===== src/rtl/pch_carry_unit.sv =====
// ---------------------------------------------------------------------------
// pch_carry_unit
// Program-counter high byte for the 65C02 core. This is the consuming end of
// the PCL->PCH carry handshake. PCH can also be loaded from the data bus or
// with the vector page, and it is driven onto both the address and data buses.
//
// Ports
//   fclk                  core clock, all state on the rising edge
//   rst                   asynchronous active-high reset
//   instruction_decode_in load PCH from db_in (JMP/JSR/RTS high byte)
//   db_in[7:0]            data bus in
//   db_out[7:0]           PCH onto the data bus (pushes)
//   address_high_out[7:0] PCH onto the address bus high byte
//   push_resb/irqb/nmib   load VECTOR_PAGE
//   carry_to_pch          level carry request from PCL
//   carry_done            one-cycle acknowledge to PCL
//   pc_stall              high while a carry is pending or unacknowledged
//   pc_wrap               one-cycle pulse after PCH wraps (FF->00 or 00->FF)
//   branch_fix_req/dir    branch page-cross fixup (dir 1 = +1, 0 = -1)
//
// Build option
//   BRANCH_FIXUP_EN  when defined, enables the branch page-cross fixup path.
//                    When undefined, branch_fix_req/branch_fix_dir are ignored.
//
// state | meaning
// IDLE  | no carry in flight; a high carry_to_pch is taken on the next edge
// ACK   | carry taken; carry_done is high for exactly this cycle
// HOLD  | carry already serviced; wait for carry_to_pch to fall
// ---------------------------------------------------------------------------
module pch_carry_unit #(
    parameter logic [7:0] VECTOR_PAGE = 8'hFF,
    parameter logic [7:0] RESET_VALUE = 8'h00
) (
    input  logic       fclk,
    input  logic       rst,
    input  logic       instruction_decode_in,
    input  logic [7:0] db_in,
    output logic [7:0] db_out,
    output logic [7:0] address_high_out,
    input  logic       push_resb,
    input  logic       push_irqb,
    input  logic       push_nmib,
    input  logic       carry_to_pch,
    output logic       carry_done,
    output logic       pc_stall,
    output logic       pc_wrap,
    input  logic       branch_fix_req,
    input  logic       branch_fix_dir
);

    typedef enum logic [1:0] {
        IDLE = 2'd0,
        ACK  = 2'd1,
        HOLD = 2'd2
    } state_t;

    state_t     state_q, state_d;
    logic [7:0] pch_q, pch_d;
    logic       wrap_q, wrap_d;
    logic       vector_load;

    assign vector_load = push_resb | push_irqb | push_nmib;

    // State and datapath registers
    always_ff @(posedge fclk or posedge rst) begin
        if (rst) begin
            state_q <= IDLE;
            pch_q   <= RESET_VALUE;
            wrap_q  <= 1'b0;
        end else begin
            state_q <= state_d;
            pch_q   <= pch_d;
            wrap_q  <= wrap_d;
        end
    end

    // Next state: the carry is acknowledged even when a load overrides the
    // increment, so PCL never waits forever.
    always_comb begin
        state_d = state_q;
        unique case (state_q)
            IDLE:    state_d = carry_to_pch ? ACK  : IDLE;
            ACK:     state_d = carry_to_pch ? HOLD : IDLE;
            HOLD:    state_d = carry_to_pch ? HOLD : IDLE;
            default: state_d = IDLE;
        endcase
    end

    // PCH update with fixed priority: decode load > vector > carry > fixup.
    always_comb begin
        pch_d  = pch_q;
        wrap_d = 1'b0;
        if (instruction_decode_in) begin
            pch_d = db_in;
        end else if (vector_load) begin
            pch_d = VECTOR_PAGE;
        end else if (state_q == IDLE && carry_to_pch) begin
            pch_d  = pch_q + 8'd1;
            wrap_d = (pch_q == 8'hFF);
        end
`ifdef BRANCH_FIXUP_EN
        // Fixup only in a quiet IDLE cycle; otherwise the decoder reissues it.
        else if (state_q == IDLE && branch_fix_req) begin
            if (branch_fix_dir) begin
                pch_d  = pch_q + 8'd1;
                wrap_d = (pch_q == 8'hFF);
            end else begin
                pch_d  = pch_q - 8'd1;
                wrap_d = (pch_q == 8'h00);
            end
        end
`endif
    end

`ifndef BRANCH_FIXUP_EN
    logic unused_fix;
    assign unused_fix = branch_fix_req ^ branch_fix_dir;
`endif

    // Outputs
    always_comb begin
        carry_done = (state_q == ACK);
        pc_stall   = ((state_q == IDLE) && carry_to_pch) || (state_q == ACK);
    end

    assign pc_wrap          = wrap_q;
    assign db_out           = pch_q;
    assign address_high_out = pch_q;

endmodule


===== config.mk =====
export PLATFORM = sky130hd
export DESIGN_NAME = pch_carry_unit
export DESIGN_NICKNAME = d
export VERILOG_FILES = /design/src/rtl/pch_carry_unit.sv
export SDC_FILE = /design/constraint.sdc
export NUM_CORES = 1
export LEC_CHECK = 0
export BUFFER_PORTS_ARGS = -buffer_cell sky130_fd_sc_hd__buf_2
export CORE_MARGIN = 2
export CORE_UTILIZATION = 48
export CTS_BUF_LIST = sky130_fd_sc_hd__clkbuf_4
export CTS_CLUSTER_SIZE = 25
export DETAILED_ROUTE_END_ITERATION = 8
export HOLD_SLACK_MARGIN = 0.05
export PLACE_DENSITY = 0.81
export SLEW_MARGIN = 20
export SYNTH_ARGS = -nofsm -noshare
export SYNTH_HDL_FRONTEND = slang
export SYNTH_SLANG_ARGS = --single-unit

===== constraint.sdc =====
create_clock -name fclk -period 2.2 [get_ports fclk]
set_clock_uncertainty 0.1 [all_clocks]
set_input_delay 0.33 -clock fclk [delete_from_list [all_inputs] [get_ports fclk]]
set_output_delay 0.33 -clock fclk [all_outputs]
set_load 0.03 [all_outputs]

==> results of run 1 <==
flip-flops by register name, indices dropped and copies added (netlist names):
register / count
pc_wrap: 1
state_q: 2
address_high_out: 8
layout by cell type (no fill, tap or decap), types with 2 or more instances in the layout:
| cell type | count |
|---|---|
| sky130_fd_sc_hd__buf_2 | 33 |
| sky130_fd_sc_hd__dfrtp_1 | 11 |
| sky130_fd_sc_hd__nand2b_1 | 7 |
| sky130_fd_sc_hd__nand2_1 | 5 |
| sky130_fd_sc_hd__a22o_1 | 5 |
| sky130_fd_sc_hd__nand3_1 | 4 |
| sky130_fd_sc_hd__inv_1 | 4 |
| sky130_fd_sc_hd__ha_1 | 4 |
| sky130_fd_sc_hd__nand4_1 | 3 |
| sky130_fd_sc_hd__clkbuf_4 | 3 |
| sky130_fd_sc_hd__nand3_2 | 2 |
| sky130_fd_sc_hd__o211ai_1 | 2 |
| sky130_fd_sc_hd__nand3b_1 | 2 |
| sky130_fd_sc_hd__or4b_1 | 2 |
| sky130_fd_sc_hd__and2_1 | 2 |
| sky130_fd_sc_hd__o21ai_0 | 2 |
| sky130_fd_sc_hd__a22o_2 | 2 |
| sky130_fd_sc_hd__o31ai_1 | 2 |
layer usage:
| layer | track usage [%] | part of all wire (%) | vias to the layer above |
|---|---|---|---|
| met5 | 0 | 0 | - |
| met3 | 1.20 | 3.5 | 2 |
| met2 | 34.2 | 54 | 19 |
| met1 | 22.7 | 42 | 352 |
| met4 | 7.06 | 0.76 | 0 |
| li1 | - | - | 353 |
cell type report:
type | instances | area share (%)
clock buffer | 3 | 2.38
clock inverter | 1 | 0.529
inverter | 4 | 1.59
multi-input combinational | 57 | 45.8
sequential | 11 | 29.1
tap | 16 | 2.12
timing repair buffer | 34 | 18.5
where the power goes:
group          switching [mW]  total [mW]  internal, mW
combinational           0.184       0.279        0.0950
sequential             0.0288       0.254         0.225
clock                  0.0723       0.140        0.0672
total                   0.285       0.673         0.388
cell families after synthesis:
family                   share of synthesized area, %
AO/OA/AOI/OAI                                    18.2
flip-flops                                       34.5
AND/OR/NAND/NOR                                  29.8
buffers and inverters                            11.3
adder cells (fa/ha/maj)                          6.27
worst max-delay path: cells and delay by family (launching register included):
family	cells	cell delay, ns
fa+ha+maj	1	0.23
buf+inv	2	0.27
flops	1	0.41
simple gates	2	0.45
worst max path at each step:
stage | start | endpoint | depth (start not counted)
global placement | state_q[0]$_DFF_PP0_ | pc_stall | 5
detailed placement | state_q[0]$_DFF_PP0_ | pc_stall | 5
global route | state_q[0]$_DFF_PP0_ | pc_stall | 5
CTS | state_q[0]$_DFF_PP0_ | pc_stall | 5
finish | state_q[0]$_DFF_PP0_ | pc_stall | 5
floorplan | address_high_out[0]$_DFFE_PP0P_ | address_high_out[6]$_DFFE_PP0P_ | 4
timing repair:
action | CTS | global route
setup endpoints to repair | 0 | 0
hold endpoints to repair | 11 | 0
hold buffers | 1 | 0
==> metrics.txt, run 1 <==
# TYPE chip_impl_metric gauge
chip_impl_info{name="r2r-start",value="state_q[0]$_DFF_PP0_"} 1
chip_impl_metric{name="syn-num-nets",unit=""} 103
chip_impl_metric{name="vias_post_dr",unit=""} 726
chip_impl_metric{name="async_reset_ff_share",unit="%"} 100
chip_impl_metric{name="area_occupied_by_multi_input_gates",unit="sq um"} 433
chip_impl_metric{name="vias_per_cell",unit=""} 5.76
chip_impl_metric{name="detail_route.drc_violations",unit=""} 0
chip_impl_metric{name="cts-resized-gates",unit=""} 0
chip_impl_info{name="holdCritPathClass",value="input port to flop"} 1
chip_impl_metric{name="starting_utilization_of_the_core_area",unit="%"} 51.8
chip_impl_metric{name="timing.critical_path.arrival",unit="ns"} 1.62
chip_impl_metric{name="floorplan.die.width",unit="microns"} 44.8
chip_impl_metric{name="grt_use_total",unit="%"} 18.6
chip_impl_info{name="synth-main-ff-cell",value="sky130_fd_sc_hd__dfrtp_1"} 1
chip_impl_metric{name="route.antenna.remaining_nets",unit=""} 0
chip_impl_metric{name="yosysSeqAreaShare",unit="%"} 34.5
chip_impl_metric{name="fill_cells",unit=""} 146
chip_impl_info{name="grt_setup_unrepaired",value="no"} 1
chip_impl_metric{name="clock_latency_on_the_worst_skew_pair",unit="ns"} 0.27
chip_impl_metric{name="post_synth_instance_area",unit="sq um"} 798
chip_impl_metric{name="number_of_antenna_violations_at_the_first_check_in_global_routing",unit=""} 0
chip_impl_metric{name="slack_of_the_critical_path",unit="ns"} 0.148
chip_impl_metric{name="final.setup.tns",unit="ns"} 0
chip_impl_metric{name="core_area",unit="sq mm"} 0.00154
chip_impl_metric{name="timing.final.crit_share",unit="%"} 93.3
chip_impl_info{name="reg2reg_to",value="address_high_out[7]$_DFFE_PP0P_"} 1
chip_impl_metric{name="slew_viol_final",unit=""} 0
chip_impl_metric{name="grt_start_max_net_pins",unit=""} 13
chip_impl_metric{name="synth.yosys.warnings",unit=""} 0
chip_impl_metric{name="place.gp.congestion",unit=""} 0.705
chip_impl_metric{name="report.power.total",unit="mW"} 0.673
chip_impl_metric{name="reg2reg_setup_slack",unit="ns"} 0.43
chip_impl_metric{name="post-route-cell-area",unit="sq um"} 946
chip_impl_metric{name="synth_top_cell_area_share",unit="%"} 34.5
chip_impl_metric{name="fin_util",unit="%"} 61.4
chip_impl_metric{name="largest_vdd_supply_drop",unit="V"} 0.000328
chip_impl_info{name="synthTopCellsByCount",value="11 x sky130_fd_sc_hd__dfrtp_1, 8 x sky130_fd_sc_hd__buf_4, 7 x sky130_fd_sc_hd__nand2b_1"} 1
chip_impl_metric{name="syn_inst",unit=""} 82
chip_impl_metric{name="maxCapViolCount",unit=""} 0
chip_impl_metric{name="pwrdens",unit="mW/mm^2"} 711
chip_impl_metric{name="rows",unit=""} 14
chip_impl_metric{name="detail_route.wirelength",unit="microns"} 1710
chip_impl_info{name="yosys_top_cell_by_area",value="sky130_fd_sc_hd__dfrtp_1"} 1
chip_impl_metric{name="mean_syn_cell_area",unit="sq um"} 9.73
chip_impl_metric{name="dp_hpwl",unit="microns"} 1330
chip_impl_metric{name="detailedRoute.firstIterationViolations",unit=""} 18
chip_impl_info{name="critPathSlowestCell",value="sky130_fd_sc_hd__dfrtp_1"} 1
chip_impl_metric{name="diodes",unit=""} 0
chip_impl_metric{name="worst_tran_pin_value",unit="ns"} 0.576
chip_impl_info{name="critical_path.endpoint_type",value="primary output"} 1
chip_impl_metric{name="final-setup-viol-count",unit=""} 0
chip_impl_metric{name="worst_hold_slack",unit="ns"} 0.228
chip_impl_info{name="worstHoldEndpoint",value="address_high_out[1]$_DFFE_PP0P_"} 1
chip_impl_metric{name="synth_seq_cells",unit=""} 11
chip_impl_metric{name="clock_pin_transition_on_the_worst_setup_and_hold_timing_paths",unit="ns"} 0.08
chip_impl_info{name="critical_path_class",value="flop to primary output"} 1
chip_impl_info{name="root_buffer",value="sky130_fd_sc_hd__clkbuf_4"} 1
chip_impl_metric{name="dpl_cell_area",unit="sq um"} 908
chip_impl_metric{name="place.detailed.instances",unit=""} 121
chip_impl_metric{name="slew-limit-headroom",unit="%"} 61.3
chip_impl_metric{name="layout.cells.non_filler",unit=""} 126
chip_impl_info{name="cts_tree",value="built"} 1
chip_impl_metric{name="port_buffer_count",unit=""} 33
chip_impl_metric{name="flow.area_growth_from_synthesis",unit="%"} 18.5
chip_impl_metric{name="via_count_of_the_first_global_routing_pass",unit=""} 690
chip_impl_metric{name="max_stage_delay",unit="ns"} 0.41
chip_impl_metric{name="die_h",unit="microns"} 44.8
chip_impl_metric{name="cts_made_buffers",unit=""} 3
chip_impl_info{name="most_repeated_cell_in_the_gate_level_netlist_after_synthesis",value="sky130_fd_sc_hd__dfrtp_1"} 1
chip_impl_metric{name="htree_num_levels",unit=""} 1
chip_impl_info{name="status",value="finished, final reports clean"} 1
chip_impl_metric{name="hold_viol",unit=""} 0
chip_impl_metric{name="timing.fmax",unit="MHz"} 487
chip_impl_metric{name="num_io_pins",unit=""} 36
chip_impl_metric{name="layout-drive-gt1-share",unit="%"} 40.9
chip_impl_info{name="min_delay_src",value="db_in[1]"} 1
chip_impl_metric{name="finalCriticalPeriod",unit="ns"} 2.05
chip_impl_info{name="startpoint_type",value="flop"} 1
chip_impl_metric{name="grt_first_pass_wirelength",unit="microns"} 2790
chip_impl_metric{name="dp_worst_setup_slack",unit="ns"} 0.425
chip_impl_metric{name="fp.dieArea",unit="sq mm"} 0.00201
chip_impl_metric{name="worst_ep_required_time",unit="ns"} 1.77
chip_impl_metric{name="timing.critical_path.fanout_max",unit=""} 12
chip_impl_metric{name="reg2reg_depth",unit=""} 5
chip_impl_metric{name="post-cts-setup-buffers",unit=""} 0
chip_impl_metric{name="synth_edf_count",unit=""} 0
chip_impl_metric{name="ff_latch_area",unit="sq um"} 275
chip_impl_metric{name="min_path_cells",unit=""} 3
chip_impl_metric{name="numClockSinks",unit=""} 11
chip_impl_metric{name="finish.net_count",unit=""} 132
chip_impl_info{name="top_cells_by_area_in_the_synthesized_netlist",value="sky130_fd_sc_hd__dfrtp_1 34%, sky130_fd_sc_hd__buf_4 7.5%, sky130_fd_sc_hd__ha_1 6.3%"} 1
chip_impl_metric{name="ctsLongestPathBuffers",unit=""} 2
chip_impl_metric{name="yosys.cell_types.count",unit=""} 32
chip_impl_metric{name="firstDrtPassIters",unit=""} 4
chip_impl_metric{name="grt.overflow.total",unit=""} 0
chip_impl_metric{name="wl_per_cell",unit="microns"} 13.6
chip_impl_metric{name="power_leakage",unit="nW"} 0.453
chip_impl_info{name="path_cells",value="inv_1 -> ha_1 -> nand2_1 -> nand2b_1 -> buf_2"} 1
Note: power is estimated with default switching activity, not from simulation.
==> inputs of run 2 (changes only) <==
--- a/config.mk
+++ b/config.mk
@@ -5,7 +5,8 @@
 export SDC_FILE = /design/constraint.sdc
 export NUM_CORES = 1
 export LEC_CHECK = 0
-export BUFFER_PORTS_ARGS = -buffer_cell sky130_fd_sc_hd__buf_2
+export ABC_CLOCK_PERIOD_IN_PS = 2200
+export BUFFER_PORTS_ARGS = -buffer_cell sky130_fd_sc_hd__buf_4
 export CORE_MARGIN = 2
 export CORE_UTILIZATION = 48
 export CTS_BUF_LIST = sky130_fd_sc_hd__clkbuf_4
==> metrics.txt, run 2 (synthesis results as in run 1) <==
# TYPE chip_impl_metric gauge
chip_impl_metric{name="max_stage_delay",unit="ns"} 0.41
chip_impl_metric{name="largest_register_ffs",unit=""} 8
chip_impl_metric{name="pwrdens",unit="mW/mm^2"} 703
chip_impl_info{name="grt_setup_unrepaired",value="no"} 1
chip_impl_metric{name="timing.critical_path.fanout_max",unit=""} 12
chip_impl_metric{name="grt.overflow.total",unit=""} 0
chip_impl_metric{name="layout.cells.non_filler",unit=""} 126
chip_impl_info{name="critPathSlowestCell",value="sky130_fd_sc_hd__dfrtp_1"} 1
chip_impl_metric{name="route.antenna.remaining_nets",unit=""} 0
chip_impl_metric{name="timing.fmax",unit="MHz"} 490
chip_impl_info{name="cpLargestDelayFamily",value="simple AND/OR/NAND/NOR gates"} 1
chip_impl_metric{name="diodes",unit=""} 0
chip_impl_metric{name="ctsLongestPathBuffers",unit=""} 2
chip_impl_metric{name="floorplan.die.width",unit="microns"} 44.8
chip_impl_metric{name="maxCapViolCount",unit=""} 0
chip_impl_metric{name="firstDrtPassIters",unit=""} 5
chip_impl_metric{name="rows",unit=""} 14
chip_impl_metric{name="place.detailed.instances",unit=""} 121
chip_impl_metric{name="grt_use_total",unit="%"} 21.1
chip_impl_metric{name="clock_pin_transition_on_the_worst_setup_and_hold_timing_paths",unit="ns"} 0.07
chip_impl_metric{name="clock_latency_on_the_worst_skew_pair",unit="ns"} 0.28
chip_impl_metric{name="numClockSinks",unit=""} 11
chip_impl_metric{name="place.gp.congestion",unit=""} 0.736
chip_impl_metric{name="fill_cells",unit=""} 144
chip_impl_metric{name="layout-drive-gt1-share",unit="%"} 40.9
chip_impl_metric{name="final.setup.tns",unit="ns"} 0
chip_impl_metric{name="slew-limit-headroom",unit="%"} 60.8
chip_impl_metric{name="reg2reg_setup_slack",unit="ns"} 0.43
chip_impl_metric{name="flow.area_growth_from_synthesis",unit="%"} 29.2
chip_impl_metric{name="timing.critical_path.arrival",unit="ns"} 1.61
chip_impl_info{name="critical_path.endpoint_type",value="primary output"} 1
chip_impl_info{name="startpoint_type",value="flop"} 1
chip_impl_metric{name="vias_post_dr",unit=""} 763
chip_impl_metric{name="port_buffer_count",unit=""} 33
chip_impl_metric{name="cts-hold-fix-buffers",unit=""} 1
chip_impl_metric{name="via_count_of_the_first_global_routing_pass",unit=""} 711
chip_impl_metric{name="cts-resized-gates",unit=""} 0
chip_impl_metric{name="wl_per_cell",unit="microns"} 15.0
chip_impl_metric{name="largest_vdd_supply_drop",unit="V"} 0.000360
chip_impl_metric{name="cts_made_buffers",unit=""} 3
chip_impl_metric{name="detailedRoute.firstIterationViolations",unit=""} 4
chip_impl_info{name="holdCritPathClass",value="input port to flop"} 1
chip_impl_metric{name="detail_route.drc_violations",unit=""} 0
chip_impl_info{name="status",value="finished, final reports clean"} 1
chip_impl_metric{name="vias_per_cell",unit=""} 6.06
chip_impl_info{name="mostFrequentLayoutCell",value="sky130_fd_sc_hd__buf_4"} 1
chip_impl_metric{name="fin_util",unit="%"} 66.9
chip_impl_info{name="cts_tree",value="built"} 1
chip_impl_metric{name="final-setup-viol-count",unit=""} 0
chip_impl_metric{name="finish.net_count",unit=""} 132
chip_impl_metric{name="grt_first_pass_wirelength",unit="microns"} 3060
chip_impl_metric{name="hold_viol",unit=""} 0
chip_impl_metric{name="worst_tran_pin_value",unit="ns"} 0.584
chip_impl_info{name="root_buffer",value="sky130_fd_sc_hd__clkbuf_4"} 1
chip_impl_metric{name="number_of_antenna_violations_at_the_first_check_in_global_routing",unit=""} 0
chip_impl_info{name="final_cell_mix",value="33 x sky130_fd_sc_hd__buf_4, 11 x sky130_fd_sc_hd__dfrtp_1, 7 x sky130_fd_sc_hd__nand2b_1"} 1
chip_impl_metric{name="detail_route.wirelength",unit="microns"} 1890
chip_impl_metric{name="slew_viol_final",unit=""} 0
chip_impl_metric{name="cp.buffers_inverters",unit=""} 2
chip_impl_metric{name="finalCriticalPeriod",unit="ns"} 2.04
chip_impl_info{name="path_cells",value="inv_1 -> ha_1 -> nand2_1 -> nand2b_1 -> buf_4"} 1
chip_impl_metric{name="htree_num_levels",unit=""} 1
chip_impl_metric{name="num_io_pins",unit=""} 36
chip_impl_metric{name="die_h",unit="microns"} 44.8
chip_impl_metric{name="timing.final.crit_share",unit="%"} 92.7
chip_impl_metric{name="grt_start_max_net_pins",unit=""} 13
chip_impl_metric{name="core_area",unit="sq mm"} 0.00154
chip_impl_metric{name="starting_utilization_of_the_core_area",unit="%"} 51.8
chip_impl_metric{name="worst_ep_required_time",unit="ns"} 1.77
chip_impl_metric{name="power_leakage",unit="nW"} 0.491
chip_impl_info{name="critical_path_class",value="flop to primary output"} 1
chip_impl_metric{name="post-cts-setup-buffers",unit=""} 0
chip_impl_metric{name="fp.dieArea",unit="sq mm"} 0.00201
-- run 2: changes by cell type in the layout (fill, tap and decap cells not counted) --
cell,before,now
sky130_fd_sc_hd__buf_4,0,33
sky130_fd_sc_hd__clkinv_2,1,0
sky130_fd_sc_hd__buf_2,33,0
sky130_fd_sc_hd__clkbuf_4,3,4
-- run 2: worst reg2reg max path, cell delays in order (launching register included) --
cell	delay, ns
sky130_fd_sc_hd__dfrtp_1	0.41
sky130_fd_sc_hd__inv_1	0.07
sky130_fd_sc_hd__ha_1	0.23
sky130_fd_sc_hd__nand2_1	0.28
sky130_fd_sc_hd__and3_2	0.31
sky130_fd_sc_hd__a211o_1	0.26
-- run 2: worst paths after layout --
kind                                            from                               to  depth (start not counted)
worst max-delay path            state_q[0]$_DFF_PP0_                         pc_stall                          5
worst min-delay path                    carry_to_pch             state_q[1]$_DFF_PP0_                          2
worst max register to register  state_q[0]$_DFF_PP0_  address_high_out[7]$_DFFE_PP0P_                          5
worst min register to register  state_q[1]$_DFF_PP0_             state_q[0]$_DFF_PP0_                          2
max in group asynchronous                        rst  address_high_out[3]$_DFFE_PP0P_                          3
min in group asynchronous                        rst             state_q[0]$_DFF_PP0_                          3
-- run 2: area by class of cell --
type / count / area (sq um) / area share (%)
Clock buffer: 4 / 30.0 / 2.91
Sequential cell: 11 / 275 / 26.7
Multi-Input combinational cell: 57 / 433 / 42.0
Inverter: 4 / 15.0 / 1.46
Timing Repair Buffer: 34 / 258 / 25.0
Tap cell: 16 / 20.0 / 1.94
-- run 2: through the flow --
stage / hold slack, ns / setup slack [ns] / total power [mW] / instance area [sq um]
after floorplan: 0.0824 / 0.496 / 0.473 / 798
after global routing: 0.219 / 0.0612 / 0.765 / 1030
final: 0.204 / 0.161 / 0.725 / 1030
after CTS: 0.202 / 0.151 / 0.731 / 1030
after global placement: 0.251 / 0.480 / 0.557 / 991
after detailed placement: 0.264 / 0.444 / 0.570 / 991
-- run 2: per-layer routing --
| layer | wire length (microns) | part of all wire (%) | GRT usage [%] | vias to the layer above |
|---|---|---|---|---|
| met1 | 730 | 39 | 25.6 | 374 |
| met3 | 109 | 5.8 | 1.20 | 5 |
| li1 | - | - | - | 354 |
| met5 | 0 | 0 | 0 | - |
| met4 | 44 | 2.3 | 12.4 | 0 |
| met2 | 1010 | 53 | 36.8 | 30 |
-- run 2: report_power, final --
part | internal [mW] | switching (mW) | leakage (nW) | total [mW]
clock | 0.0828 | 0.0750 | 0.0184 | 0.158
combinational | 0.124 | 0.187 | 0.353 | 0.311
sequential | 0.225 | 0.0311 | 0.119 | 0.257
total | 0.432 | 0.294 | 0.491 | 0.725
